--- config.mk ---
export PLATFORM = sky130hd
export DESIGN_NAME = timer_dev
export DESIGN_NICKNAME = d
export VERILOG_FILES = /design/src/rtl/timer_dev.sv
export SDC_FILE = /design/constraint.sdc
export NUM_CORES = 1
export LEC_CHECK = 0
export BUFFER_PORTS_ARGS = -buffer_cell sky130_fd_sc_hd__buf_2
export CORE_UTILIZATION = 57
export DETAILED_ROUTE_END_ITERATION = 10
export GPL_TIMING_DRIVEN = 0
export PLACE_DENSITY_LB_ADDON = 0.12
export SLEW_MARGIN = 20
export SYNTH_ARGS = -nofsm -noshare
export SYNTH_HDL_FRONTEND = slang
export SYNTH_SLANG_ARGS = --single-unit
export TNS_END_PERCENT = 10
--- constraint.sdc ---
create_clock -name clk -period 5.6 [get_ports clk]
set_input_delay 0.84 -clock clk [delete_from_list [all_inputs] [get_ports clk]]
set_output_delay 0.84 -clock clk [all_outputs]
set_load 0.05 [all_outputs]
--- src/rtl/timer_dev.sv ---
// timer_dev: programmable down-counting timer with CTRL/PRESET/COUNT registers,
// one-shot and auto-reload modes, and a maskable level interrupt.
module timer_dev (
  input  logic        clk,
  input  logic        reset,
  input  logic [1:0]  addr,
  input  logic        we,
  input  logic [31:0] wdata,
  output logic [31:0] rdata,
  output logic        irq
);

  localparam logic [1:0] ADDR_CTRL   = 2'd0;
  localparam logic [1:0] ADDR_PRESET = 2'd1;
  localparam logic [1:0] ADDR_COUNT  = 2'd2;

  localparam logic [1:0] MODE_RELOAD = 2'b01;

  typedef enum logic [1:0] {
    IDLE = 2'd0,
    LOAD = 2'd1,
    CNT  = 2'd2,
    INT  = 2'd3
  } state_t;

  state_t      state;
  state_t      state_nxt;

  // Architectural state
  logic        en;
  logic [1:0]  mode;
  logic        im;
  logic [31:0] preset;
  logic [31:0] count;
  logic        pending;

  // Bus decode
  logic        wr_ctrl;
  logic        wr_preset;

  // FSM action strobes
  logic        do_load;
  logic        do_dec;
  logic        do_expire;
  logic        do_clr_en;
  logic        do_ack;

  assign wr_ctrl   = we && (addr == ADDR_CTRL);
  assign wr_preset = we && (addr == ADDR_PRESET);

  // State register.
  // NOTE: reset is synchronous here, so it lives inside the clocked branch and
  // is only seen on a rising edge; sequential state always uses <= so every
  // flop samples pre-edge values regardless of statement order.
  always_ff @(posedge clk) begin
    if (!reset) state <= IDLE;
    else        state <= state_nxt;
  end

  // Next-state decision from the current state, EN and COUNT.
  always_comb begin
    state_nxt = state;
    unique case (state)
      IDLE: state_nxt = en ? LOAD : IDLE;
      LOAD: state_nxt = CNT;
      CNT: begin
        if (!en)                state_nxt = IDLE;
        else if (count > 32'd1) state_nxt = CNT;
        else                    state_nxt = INT;
      end
      INT:  state_nxt = IDLE;
    endcase
  end

  // Per-state action strobes consumed by the register processes below.
  // NOTE: every output of a combinational block is given a default first so
  // no path leaves it unassigned and no latch is inferred.
  always_comb begin
    do_load   = 1'b0;
    do_dec    = 1'b0;
    do_expire = 1'b0;
    do_clr_en = 1'b0;
    do_ack    = 1'b0;
    unique case (state)
      IDLE: ;
      LOAD: do_load = 1'b1;
      CNT: begin
        if (en) begin
          if (count > 32'd1) do_dec    = 1'b1;
          else               do_expire = 1'b1;
        end
      end
      INT: begin
        // Auto-reload acknowledges in hardware; every other mode is one-shot.
        if (mode == MODE_RELOAD) do_ack    = 1'b1;
        else                     do_clr_en = 1'b1;
      end
    endcase
  end

  // CTRL: bus write takes priority over the one-shot EN clear.
  always_ff @(posedge clk) begin
    if (!reset) begin
      en   <= 1'b0;
      mode <= 2'b00;
      im   <= 1'b0;
    end else if (wr_ctrl) begin
      en   <= wdata[0];
      mode <= wdata[2:1];
      im   <= wdata[3];
    end else if (do_clr_en) begin
      en   <= 1'b0;
    end
  end

  // PRESET: plain read/write reload value, only sampled by the LOAD state.
  always_ff @(posedge clk) begin
    if (!reset)         preset <= 32'd0;
    else if (wr_preset) preset <= wdata;
  end

  // COUNT: reload, decrement, or clamp to zero on expiry; never bus-written.
  always_ff @(posedge clk) begin
    if (!reset)         count <= 32'd0;
    else if (do_load)   count <= preset;
    else if (do_dec)    count <= count - 32'd1;
    else if (do_expire) count <= 32'd0;
  end

  // pending: a CTRL/PRESET write clears it and beats a simultaneous expiry.
  always_ff @(posedge clk) begin
    if (!reset)                      pending <= 1'b0;
    else if (wr_ctrl || wr_preset)   pending <= 1'b0;
    else if (do_expire)              pending <= 1'b1;
    else if (do_ack)                 pending <= 1'b0;
  end

  // Read mux; CTRL upper bits and the reserved word read as zero.
  always_comb begin
    rdata = 32'd0;
    unique case (addr)
      ADDR_CTRL:   rdata = {28'd0, im, mode, en};
      ADDR_PRESET: rdata = preset;
      ADDR_COUNT:  rdata = count;
      default:     rdata = 32'd0;
    endcase
  end

  assign irq = im & pending;

endmodule

# Word level (Yosys, flattened, before mapping)
# Index checks and enable logic that the tools add are counted.
# op_classes
n_addsub,1
order_cmp,1
eq_ne,6
mux,23
n_bitwise,2
n_reduce_logical,9
# ops
op,n
$mux 32,3
$pmux 32 s3,1
$gt 32x1->1 const B,1
$sub 32x1->32 const B,1
$mux 1,17
$pmux 2 s4,1
$eq 2x1->1 const B,3
$eq 2x2->1 const B,3
$logic_not 2->1,2
$reduce_bool 2->1,2
$reduce_bool 3->1,1
$logic_and 1x1->1,2
$mux 2,1
$reduce_or 2->1,1
$and 1x1->1,1
$logic_or 1x1->1,1
$not 1->1,1
# word_totals
ff_bits,71
inputBits,37
out_inout_bits,33
word_cells,49

# Depth between registers and ports, before layout
# Gate-level depths: netlist of the first run.
# depth
word_depth,7
depth_mapped,8
mapped_depth_nobuf,7

# Worst setup path before layout of the first run
# No wires, ideal clock.
# synth_path
path_type,in2out
start,in addr[1]
end,out rdata[10]
arrival_ns,2.312
t_required_ns,4.760
path_slack_ns,2.448
path_stages,5
n_path_buf,3
cell_sequence,clkbuf_1 > nor2b_1 > clkbuf_1 > buf_1 > a22o_1
# synth_via
elab_chain_cells,2
word_cells_on_any_way,4
cone_classes,eq/ne (2); mux (1); reduce/logical (1)
# synth_lines
element,line,text
from (decl),6,"input logic [1:0] addr,"
$eq 2x2->1 (tied with other cells),141,unique case (addr)
$pmux 32 s3 *,141,
to (decl),9,"output logic [31:0] rdata,"
# Every way passes the cells marked *; elsewhere a longest branch is shown, timed or not.

# Worst setup path after layout of the first run
# layout_path
start,in addr[1]
end,out rdata[21]
# Same word-level chain as after synthesis.

==> results.toml, run 1 <==
[die]
die_area_um2 = 7100
start_util_pct = 59.8
die_h_um = 84.3
io_pins = 70
coreArea_um2 = 6460
fp-row-count = 29
die_w_um = 84.3

[clock_network]
clk_pin_slew_worst_paths_ns = 0.08
cts_tree = "done"
cts_setup_buffers = 0
tritoncts.num_buffers = 9
ctsResizeCount = 0
clk-insertion-delay-late_ns = 0.36
cts_htree_levels = 3
clock-sinks = 71
holdBufCountCts = 0
clk_path_buf_depth = 2
cts_root_buf = "clkbuf_8"

[power]
vdd_ir_drop_max_mv = 0.173
powerDensity_nw_per_um2 = 257
cellLeakagePower_nw = 1.80

[hold_path]
hp-start = "preset[2]"
min_to = "count[2]"
hp-class = "register to register"
hold_depth = 2

[logic_synthesis]
ys_seq_area_share_pct = 36.8
syn_area_per_cell_um2 = 7.67
synth_warnings = 0
syn_inst = 503
ys.flop_type = "dfxtp_1"
ys_types = 50
synth_edf_count = 0
syn-cell-area_um2 = 3860
synth_nets = 542
synth_seq_cells = 71
async_flop_share_pct = 0

[route]
drtPass1Iterations = 8
post_drt_wl_per_cell_um = 18.2
first_iter_violations = 346
viasPerCell = 6.33
via_count = 4203
drcViolationCount = 8
drt_wl_total_um = 12100
ant_nets = 0

[grt]
grt_pass1_wl_um = 18800
grt_pass1_vias = 3781
track_usage_pct = 34.1
grt_max_degree = 13
grt_overflow_total = 0
antenna_found_initial = 0

[finish]
syn2layout_area_growth_pct = 17.9
finish.utilization_pct = 70.5
nets = 621
fin_cells = 664
diodes = 0
fin_area_um2 = 4550
drive_gt1_share_pct = 16.7

[status]
outcome = "finished with violations"
violations = "design-rule violations"

[timing]
fmax_ghz = 0.254
relSlewSlack_pct = 35.5
fin_skew_ns = 0.00808
finalCritPeriodShare_pct = 70.3
finalWorstSetupSlack_ns = 1.66
min_period_ns = 3.94
worst_pin_slew_ns = 0.965
setup-violations-final = 0
fin_tns_setup_ns = 0
rsz0062_at_grt = "no"
finalHoldViolCount = 0
slew_viol_final = 0

[critical_path]
crit_slowest_cell = "buf_1"
worst_setup_path_end_kind = "primary output"
crit_type = "primary input to primary output"
r2r_cells = 7
regToRegSetupSlack_ns = 3.04
cp.arrival_ns = 3.10
cp_data_required_time_ns = 4.76
timing.rr.end = "count[20]"
max_stage_delay_ns = 0.64
cp_common_cell = "clkbuf_1"
cp_max_fo = 10
cp_cell_sequence = "clkbuf_1 -> nor2b_1 -> clkbuf_1 -> buf_1 -> a22o_1 -> buf_2"
start_kind = "primary input"
r2r_start = "count[1]"

[place]
place_ws_ns = 1.76
port_buffers = 68
dpl_cell_area_um2 = 4300
gp_congestion = 0.925
hpwl_um = 8130
placedCellCount = 648

[flow_run]
max_cap_viol_count = 0
==> layer usage <==
layer | share of wire [%] | global-route usage, % | up-vias | routed length (um)
li1 | - | - | 1980 | -
met3 | 8.9 | 6.29 | 42 | 1070
met1 | 42 | 43.5 | 1960 | 5100
met2 | 45 | 54.8 | 221 | 5460
met4 | 3.9 | 18.5 | 0 | 468
met5 | 0 | 0 | - | 0
==> power by group <==
group / switching (mW) / internal, mW
clock network: 0.209 / 0.320
logic: 0.0780 / 0.0394
registers: 0.00912 / 0.514
==> worst max path at each step <==
stage | start | end | slack, ns | cells past startpoint
floorplan | addr[1] | rdata[10] | 2.45 | 5
global placement | addr[1] | rdata[16] | 1.81 | 6
detailed placement | addr[1] | rdata[19] | 1.76 | 6
CTS | addr[1] | rdata[19] | 1.76 | 6
global route | addr[1] | rdata[10] | 1.64 | 6
finish | addr[1] | rdata[21] | 1.66 | 6
==> state kept, by name, summed over array words and instances (netlist names) <==
signal   flops
state        2
mode         2
count       32
en           1
im           1
preset      32
pending      1
==> Yosys cell counts (2+ instances only) <==
cell,count,area [um^2]
a21oi_1,50,250
a22o_1,28,245
a22oi_1,6,45.0
a31oi_1,20,125
and2_1,2,12.5
buf_1,2,7.51
buf_6,2,22.5
clkbuf_1,40,150
dfxtp_1,71,1420
ha_1,2,25.0
inv_1,3,11.3
mux2i_1,7,70.1
nand2_1,107,402
nand2b_1,5,31.3
nand3_1,20,100
nand3b_1,3,22.5
nand4_1,3,18.8
nor2_1,17,63.8
nor2b_1,3,18.8
nor3_1,10,50.1
nor4_1,15,93.8
o211ai_1,3,22.5
o21a_1,3,22.5
o21ai_0,22,110
o311a_1,2,20.0
o31a_1,9,78.8
o32ai_1,3,26.3
or3_1,7,43.8
or4_1,5,37.5
or4_4,2,22.5
xnor2_1,9,78.8
xor2_1,4,35.0
==> critical path: cells and delay by family <==
family,cells,cell delay (ns)
buffers and inverters,4,1.79
AOI/OAI and AO/OA,1,0.27
and+or+nand+nor,1,0.19
==> logic make-up after synthesis <==
family / Yosys count / share of synthesized area, %
muxes: 7 / 1.82
and+or+nand+nor: 209 / 26.5
DFF: 71 / 36.8
buffers and inverters: 49 / 5.19
xor gates and xnor gates: 13 / 2.95
adders and majority gates: 2 / 0.648
AOI/OAI and AO/OA: 152 / 26.1
==> layout by cell type (no fill, tap or decap), types with 2 or more instances in the layout <==
cell / count
or4_4: 2
and2_1: 2
o21a_1: 3
nand2_1: 107
xnor2_1: 9
nor3_1: 10
xor2_1: 4
dfxtp_1: 71
o21ai_0: 22
nand4_1: 3
nand2b_1: 5
ha_1: 2
nand3b_1: 3
buf_2: 69
bufinv_16: 3
nor4_1: 15
a21oi_1: 50
or4_1: 5
clkbuf_8: 11
nand3_1: 20
buf_6: 2
nor2_1: 17
nor2b_1: 3
mux2i_1: 7
clkbuf_1: 40
a31oi_1: 20
o31a_1: 9
inv_1: 3
buf_1: 2
or3_1: 7
o211ai_1: 3
a22oi_1: 6
o311a_1: 2
o32ai_1: 3
a22o_1: 28
==> through the flow <==
| step | total power [mW] | hold slack (ns) |
|---|---|---|
| after floorplan | 0.607 | 0.445 |
| after global placement | 0.646 | 0.459 |
| after detailed placement | 0.649 | 0.458 |
| after CTS | 1.16 | 0.470 |
| after global routing | 1.20 | 0.493 |
| final | 1.17 | 0.469 |
==> area by class of cell <==
class / instances / area [um^2]
inverter: 4 / 15.0
timing repair buffer: 68 / 340
clock inverter: 5 / 104
clock buffer: 11 / 151
buffer: 45 / 185
multi-input combinational: 383 / 2240
fill: 566 / 1910
tap: 77 / 96.3
sequential: 71 / 1420
(Power assumes the default switching activity.)
==> run 2: changes to the inputs <==
--- a/config.mk
+++ b/config.mk
@@ -5,8 +5,9 @@
 export SDC_FILE = /design/constraint.sdc
 export NUM_CORES = 1
 export LEC_CHECK = 0
+export ABC_AREA = 1
 export BUFFER_PORTS_ARGS = -buffer_cell sky130_fd_sc_hd__buf_2
-export CORE_UTILIZATION = 57
+export CORE_UTILIZATION = 56
 export DETAILED_ROUTE_END_ITERATION = 10
 export GPL_TIMING_DRIVEN = 0
 export PLACE_DENSITY_LB_ADDON = 0.12
==> constraint.sdc (replaced) <==
create_clock -name clk -period 4 [get_ports clk]
set_input_delay 0.6 -clock clk [delete_from_list [all_inputs] [get_ports clk]]
set_output_delay 0.6 -clock clk [all_outputs]
set_load 0.05 [all_outputs]
==> results.toml, run 2 <==
[hold_path]
hp-start = "wdata[2]"
min_to = "mode[1]"
hold_depth = 3
hp-class = "primary input to register"

[finish]
regArea_um2 = 1420
diodes = 0
drive_gt1_share_pct = 14.9
nets = 719
multi_input_area_um2 = 2040
fillers = 624
finish.utilization_pct = 67.6
fin_area_um2 = 4620
final_cell_mix = "100 x nand2_1, 99 x inv_1, 81 x nor2_1"
fin_cells = 780
reg_top3 = "count: 32 flops, preset: 32 flops"
syn2layout_area_growth_pct = 16.6
mostFrequentLayoutCell = "nand2_1"

[critical_path]
regToRegSetupSlack_ns = 2.07
cp_max_fo = 10
r2r_cells = 12
cp_cell_sequence = "buf_2 -> inv_1 -> nor2_1 -> inv_1 -> clkbuf_1 -> o221ai_1 -> buf_2"
cp_data_required_time_ns = 3.40
max_stage_delay_ns = 0.56
critPathBufInv = 5
crit_family = "buffers and inverters"
cp.arrival_ns = 1.98
r2r_start = "count[0]"
timing.rr.end = "count[16]"
crit_type = "primary input to primary output"
start_kind = "primary input"
worst_setup_path_end_kind = "primary output"
crit_slowest_cell = "clkbuf_1"

[power]
cellLeakagePower_nw = 2.08
powerDensity_nw_per_um2 = 340
vdd_ir_drop_max_mv = 0.221

[clock_network]
cts_htree_levels = 3
holdBufCountCts = 0
cts_root_buf = "clkbuf_8"
clock-sinks = 71
clk_pin_slew_worst_paths_ns = 0.08
cts_tree = "done"
clk-insertion-delay-late_ns = 0.36
cts_setup_buffers = 0
ctsResizeCount = 0
tritoncts.num_buffers = 9
clk_path_buf_depth = 2

[route]
drcViolationCount = 0
drtPass1Iterations = 5
viasPerCell = 5.57
ant_nets = 0
post_drt_wl_per_cell_um = 15.5
via_count = 4345
first_iter_violations = 302
drt_wl_total_um = 12100

[place]
placedCellCount = 765
dpl_cell_area_um2 = 4420
place_ws_ns = 1.47
port_buffers = 68
hpwl_um = 8720
gp_congestion = 0.961

[grt]
grt_max_degree = 13
grt_pass1_vias = 3932
track_usage_pct = 33.7
grt_pass1_wl_um = 19000
grt_overflow_total = 0
antenna_found_initial = 0

[logic_synthesis]
syn_inst = 601
synth_seq_cells = 71
synth_edf_count = 0
syn_area_per_cell_um2 = 6.59
synth.largest_area_cell = "dfxtp_1"
ys_top_cells_by_count = "100 x nand2_1, 99 x inv_1, 81 x nor2_1"
yosysMostFrequentCell = "nand2_1"
synth_warnings = 0
async_flop_share_pct = 0
synth_top_area_share_pct = 35.9
synth_nets = 640
ys.flop_type = "dfxtp_1"
ys_types = 30
syn-cell-area_um2 = 3960
yosys-top-cells-area = "dfxtp_1 36%, o22ai_1 9.6%, nand2_1 9.5%"
ys_seq_area_share_pct = 35.9

[timing]
fmax_ghz = 0.387
finalWorstSetupSlack_ns = 1.42
setup-violations-final = 0
rsz0062_at_grt = "no"
fin_skew_ns = 0.0119
worst_pin_slew_ns = 0.729
min_period_ns = 2.58
relSlewSlack_pct = 51.4
finalHoldViolCount = 0
slew_viol_final = 0
finalCritPeriodShare_pct = 64.6
fin_tns_setup_ns = 0

[die]
start_util_pct = 58.0
fp-row-count = 30
io_pins = 70
die_w_um = 86.1
die_area_um2 = 7410
coreArea_um2 = 6830
die_h_um = 86.1

[status]
outcome = "complete, no violations"

[flow_run]
max_cap_viol_count = 0
run 2: cell count changes after synthesis, sizes merged, moves of 9 or more:
| cell | change |
|---|---|
| a22o | -28 |
| a31oi | -20 |
| clkbuf | -19 |
| inv | +97 |
| nor2 | +72 |
| nor3 | -9 |
| nor4 | -15 |
| o21ai | +20 |
| o22ai | +61 |
| o31a | -9 |
| xnor2 | -9 |
| xor2 | +14 |
run 2: layout make-up:
type | count | area share, %
multi-input combinational | 402 | 44.2
sequential | 71 | 30.8
inverter | 101 | 8.26
timing repair buffer | 68 | 7.37
clock buffer | 10 | 2.98
tap | 96 | 2.60
buffer | 27 | 2.55
clock inverter | 5 | 1.27
run 2: how the worst max path moves through the flow:
stage | start | to | slack (ns) | cells past startpoint
after detailed placement | addr[0] | rdata[0] | 1.47 | 7
after floorplan | addr[0] | rdata[0] | 1.51 | 5
after global routing | addr[0] | rdata[0] | 1.35 | 7
after global placement | addr[0] | rdata[0] | 1.50 | 7
final | addr[0] | rdata[0] | 1.42 | 7
after CTS | addr[0] | rdata[0] | 1.46 | 7
run 2: layer usage:
layer  global-route usage, %  part of all wire (%)  vias up
met1                    44.1                    44     2004
met2                    56.9                    48      192
met3                    3.56                   5.9       25
li1                        -                     -     2124
met5                       0                     0        -
met4                    13.6                   2.4        0
run 2: cell families (layout without fill, tap and decap cells):
| group | count (synthesis) | in the layout | share of synthesized area, % |
|---|---|---|---|
| and+or+nand+nor | 215 | 215 | 23.2 |
| xor gates and xnor gates | 18 | 18 | 3.98 |
| adders and majority gates | 2 | 2 | 0.632 |
| AOI/OAI and AO/OA | 167 | 167 | 23.7 |
| DFF | 71 | 71 | 35.9 |
| buffers and inverters | 128 | 211 | 12.6 |
run 2: metrics by stage:
step | hold WS, ns | total power [mW]
after global placement | 0.467 | 0.986
after CTS | 0.484 | 1.56
final | 0.479 | 1.57
after floorplan | 0.444 | 0.918
after detailed placement | 0.472 | 0.992
after global routing | 0.503 | 1.62
run 2: tightest hold or removal path: cells and delay by family:
kind	cells	cell delay, ns
simple gates	2	0.12
buf+inv	1	0.09
run 2: power breakdown:
group | switching [mW] | internal [mW] | total (mW)
sequential | 0.00877 | 0.728 | 0.737
combinational | 0.173 | 0.0730 | 0.246
clock | 0.286 | 0.301 | 0.588
==> run 3: changes to the inputs <==
--- a/config.mk
+++ b/config.mk
@@ -5,7 +5,7 @@
 export SDC_FILE = /design/constraint.sdc
 export NUM_CORES = 1
 export LEC_CHECK = 0
-export ABC_AREA = 1
+export ABC_AREA = 0
 export BUFFER_PORTS_ARGS = -buffer_cell sky130_fd_sc_hd__buf_2
 export CORE_UTILIZATION = 56
 export DETAILED_ROUTE_END_ITERATION = 10
==> constraint.sdc (replaced) <==
create_clock -name clk -period 2.4 [get_ports clk]
set_input_delay 0.36 -clock clk [delete_from_list [all_inputs] [get_ports clk]]
set_output_delay 0.36 -clock clk [all_outputs]
set_load 0.05 [all_outputs]
==> results.toml, run 3 (synthesis gave the netlist of run 1 again) <==
[route]
drtPass1Iterations = 5
drcViolationCount = 0
viasPerCell = 6.22
ant_nets = 0
post_drt_wl_per_cell_um = 18.1
via_count = 4142
first_iter_violations = 379
drt_wl_total_um = 12000

[finish]
drive_gt1_share_pct = 19.5
final_cell_mix = "107 x nand2_1, 69 x buf_2, 69 x dfxtp_1"
reg_top3 = "count: 32 flops, preset: 32 flops"
mostFrequentLayoutCell = "nand2_1"
diodes = 0
syn2layout_area_growth_pct = 18.7
nets = 623

[critical_path]
crit_cells = 6
crit_type = "primary input to primary output"
cp_cell_sequence = "clkbuf_1 -> nor2b_1 -> clkbuf_2 -> buf_2 -> a22o_1 -> buf_2"
endpoint = "rdata[16]"
r2r_cells = 6
cp_max_fo = 10
crit_family = "buffers and inverters"
cp.arrival_ns = 2.04
r2r_start = "count[26]"
cp_data_required_time_ns = 2.04
critPathLaunch = "addr[1]"
worst_setup_path_end_kind = "primary output"
cp_common_cell = "buf_2"
regToRegSetupSlack_ns = 0.06
start_kind = "primary input"
critPathBufInv = 4
timing.rr.end = "count[6]"
max_stage_delay_ns = 0.37
crit_slowest_cell = "buf_2"

[die]
fp-row-count = 29
die_area_um2 = 7230
coreArea_um2 = 6490
die_w_um = 85.0
io_pins = 70
die_h_um = 85.0
start_util_pct = 59.4

[timing]
setup-violations-final = 0
fmax_ghz = 0.417
relSlewSlack_pct = 41.7
rsz0062_at_grt = "no"
fin_skew_ns = 0.00464
min_period_ns = 2.40
worst_pin_slew_ns = 0.867
hold_slack_ns = 0.230
finalCritPeriodShare_pct = 99.9
finalHoldViolCount = 0
slew_viol_final = 0

[grt]
antenna_found_initial = 0
grt_pass1_vias = 3871
track_usage_pct = 34.1
grt_overflow_total = 0
grt_pass1_wl_um = 19000
grt_max_degree = 14

[clock_network]
holdBufCountCts = 0
clk_pin_slew_worst_paths_ns = 0.08
clk-insertion-delay-late_ns = 0.36
clk_path_buf_depth = 2
clock-sinks = 71
cts_root_buf = "clkbuf_8"
cts_tree = "done"
tritoncts.num_buffers = 9
cts_htree_levels = 3

[power]
finalPower_mw = 2.59
powerDensity_nw_per_um2 = 566
cellLeakagePower_nw = 1.82
vdd_ir_drop_max_mv = 0.334

[place]
hpwl_um = 8280
port_buffers = 68
gp_congestion = 0.958

[hold_path]
hp-class = "primary input to register"

[status]
outcome = "complete, no violations"

[flow_run]
max_cap_viol_count = 0
## run 3: cell count changes in the layout (fill, tap and decap cells not counted), sizes merged, moves of 14 or more
cell,delta
xor2,-14
o22ai,-61
clkbuf,+17
a31oi,+20
nor2,-72
inv,-97
a22o,+28
nor4,+15
o21ai,-20
## run 3: worst reg2reg max path, stage by stage (launching register included)
cell and delay (ns):
dfxtp_2 0.36, or4_4 0.56, or4_4 0.53, or3_1 0.33, buf_6 0.16, o211ai_1 0.18
a21oi_1 0.09
## run 3: how the worst min path moves through the flow
stage	cells past startpoint	to	from	slack (ns)
after floorplan	2	count[4]	preset[4]	0.44
after global placement	2	preset[14]	preset[14]	0.46
after detailed placement	2	preset[14]	preset[14]	0.46
after CTS	3	preset[14]	wdata[14]	0.23
after global routing	3	preset[25]	wdata[25]	0.24
final	3	preset[9]	wdata[9]	0.23
## run 3: layout make-up
type / instances / area [um^2]
clock inverter: 7 / 97.6
clock buffer: 9 / 124
fill: 545 / 1910
buffer: 44 / 206
inverter: 4 / 15.0
timing repair buffer: 71 / 363
sequential: 71 / 1420
multi-input combinational: 383 / 2260
tap: 77 / 96.3
## run 3: metrics by stage
| step | setup slack [ns] | cells | TNS, ns | util, % | instance area (um^2) |
|---|---|---|---|---|---|
| floorplan | 0.140 | 503 | 0 | - | 3860 |
| global placement | -0.449 | 648 | -8.74 | 66.2 | 4300 |
| detailed placement | -0.462 | 648 | -9.21 | 66.2 | 4300 |
| CTS | 0.00241 | 664 | 0 | 69.9 | 4540 |
| global route | 0.00439 | 666 | 0 | 70.6 | 4580 |
| finish | 0.00195 | 666 | 0 | 70.6 | 4580 |
## run 3: what timing repair did
| action | in CTS | in global routing |
|---|---|---|
| setup buffers | 0 | 3 |
| pin swaps | 1 | 4 |
| setup endpoints to repair | 34 | 50 |
| resized for setup | 9 | 14 |
## run 3: layer usage
| layer | global-route usage, % | wire [um] | vias up |
|---|---|---|---|
| met5 | 0 | 0 | - |
| met3 | 5.25 | 1070 | 33 |
| met2 | 55.0 | 5520 | 200 |
| met1 | 44.4 | 5030 | 1926 |
| li1 | - | - | 1983 |
| met4 | 17.1 | 409 | 0 |
## run 3: where the power goes
| group | internal, mW | total (mW) | switching [mW] |
|---|---|---|---|
| clock network | 0.587 | 1.10 | 0.511 |
| logic | 0.0948 | 0.275 | 0.180 |
| registers | 1.20 | 1.22 | 0.0213 |
| total | 1.88 | 2.59 | 0.713 |
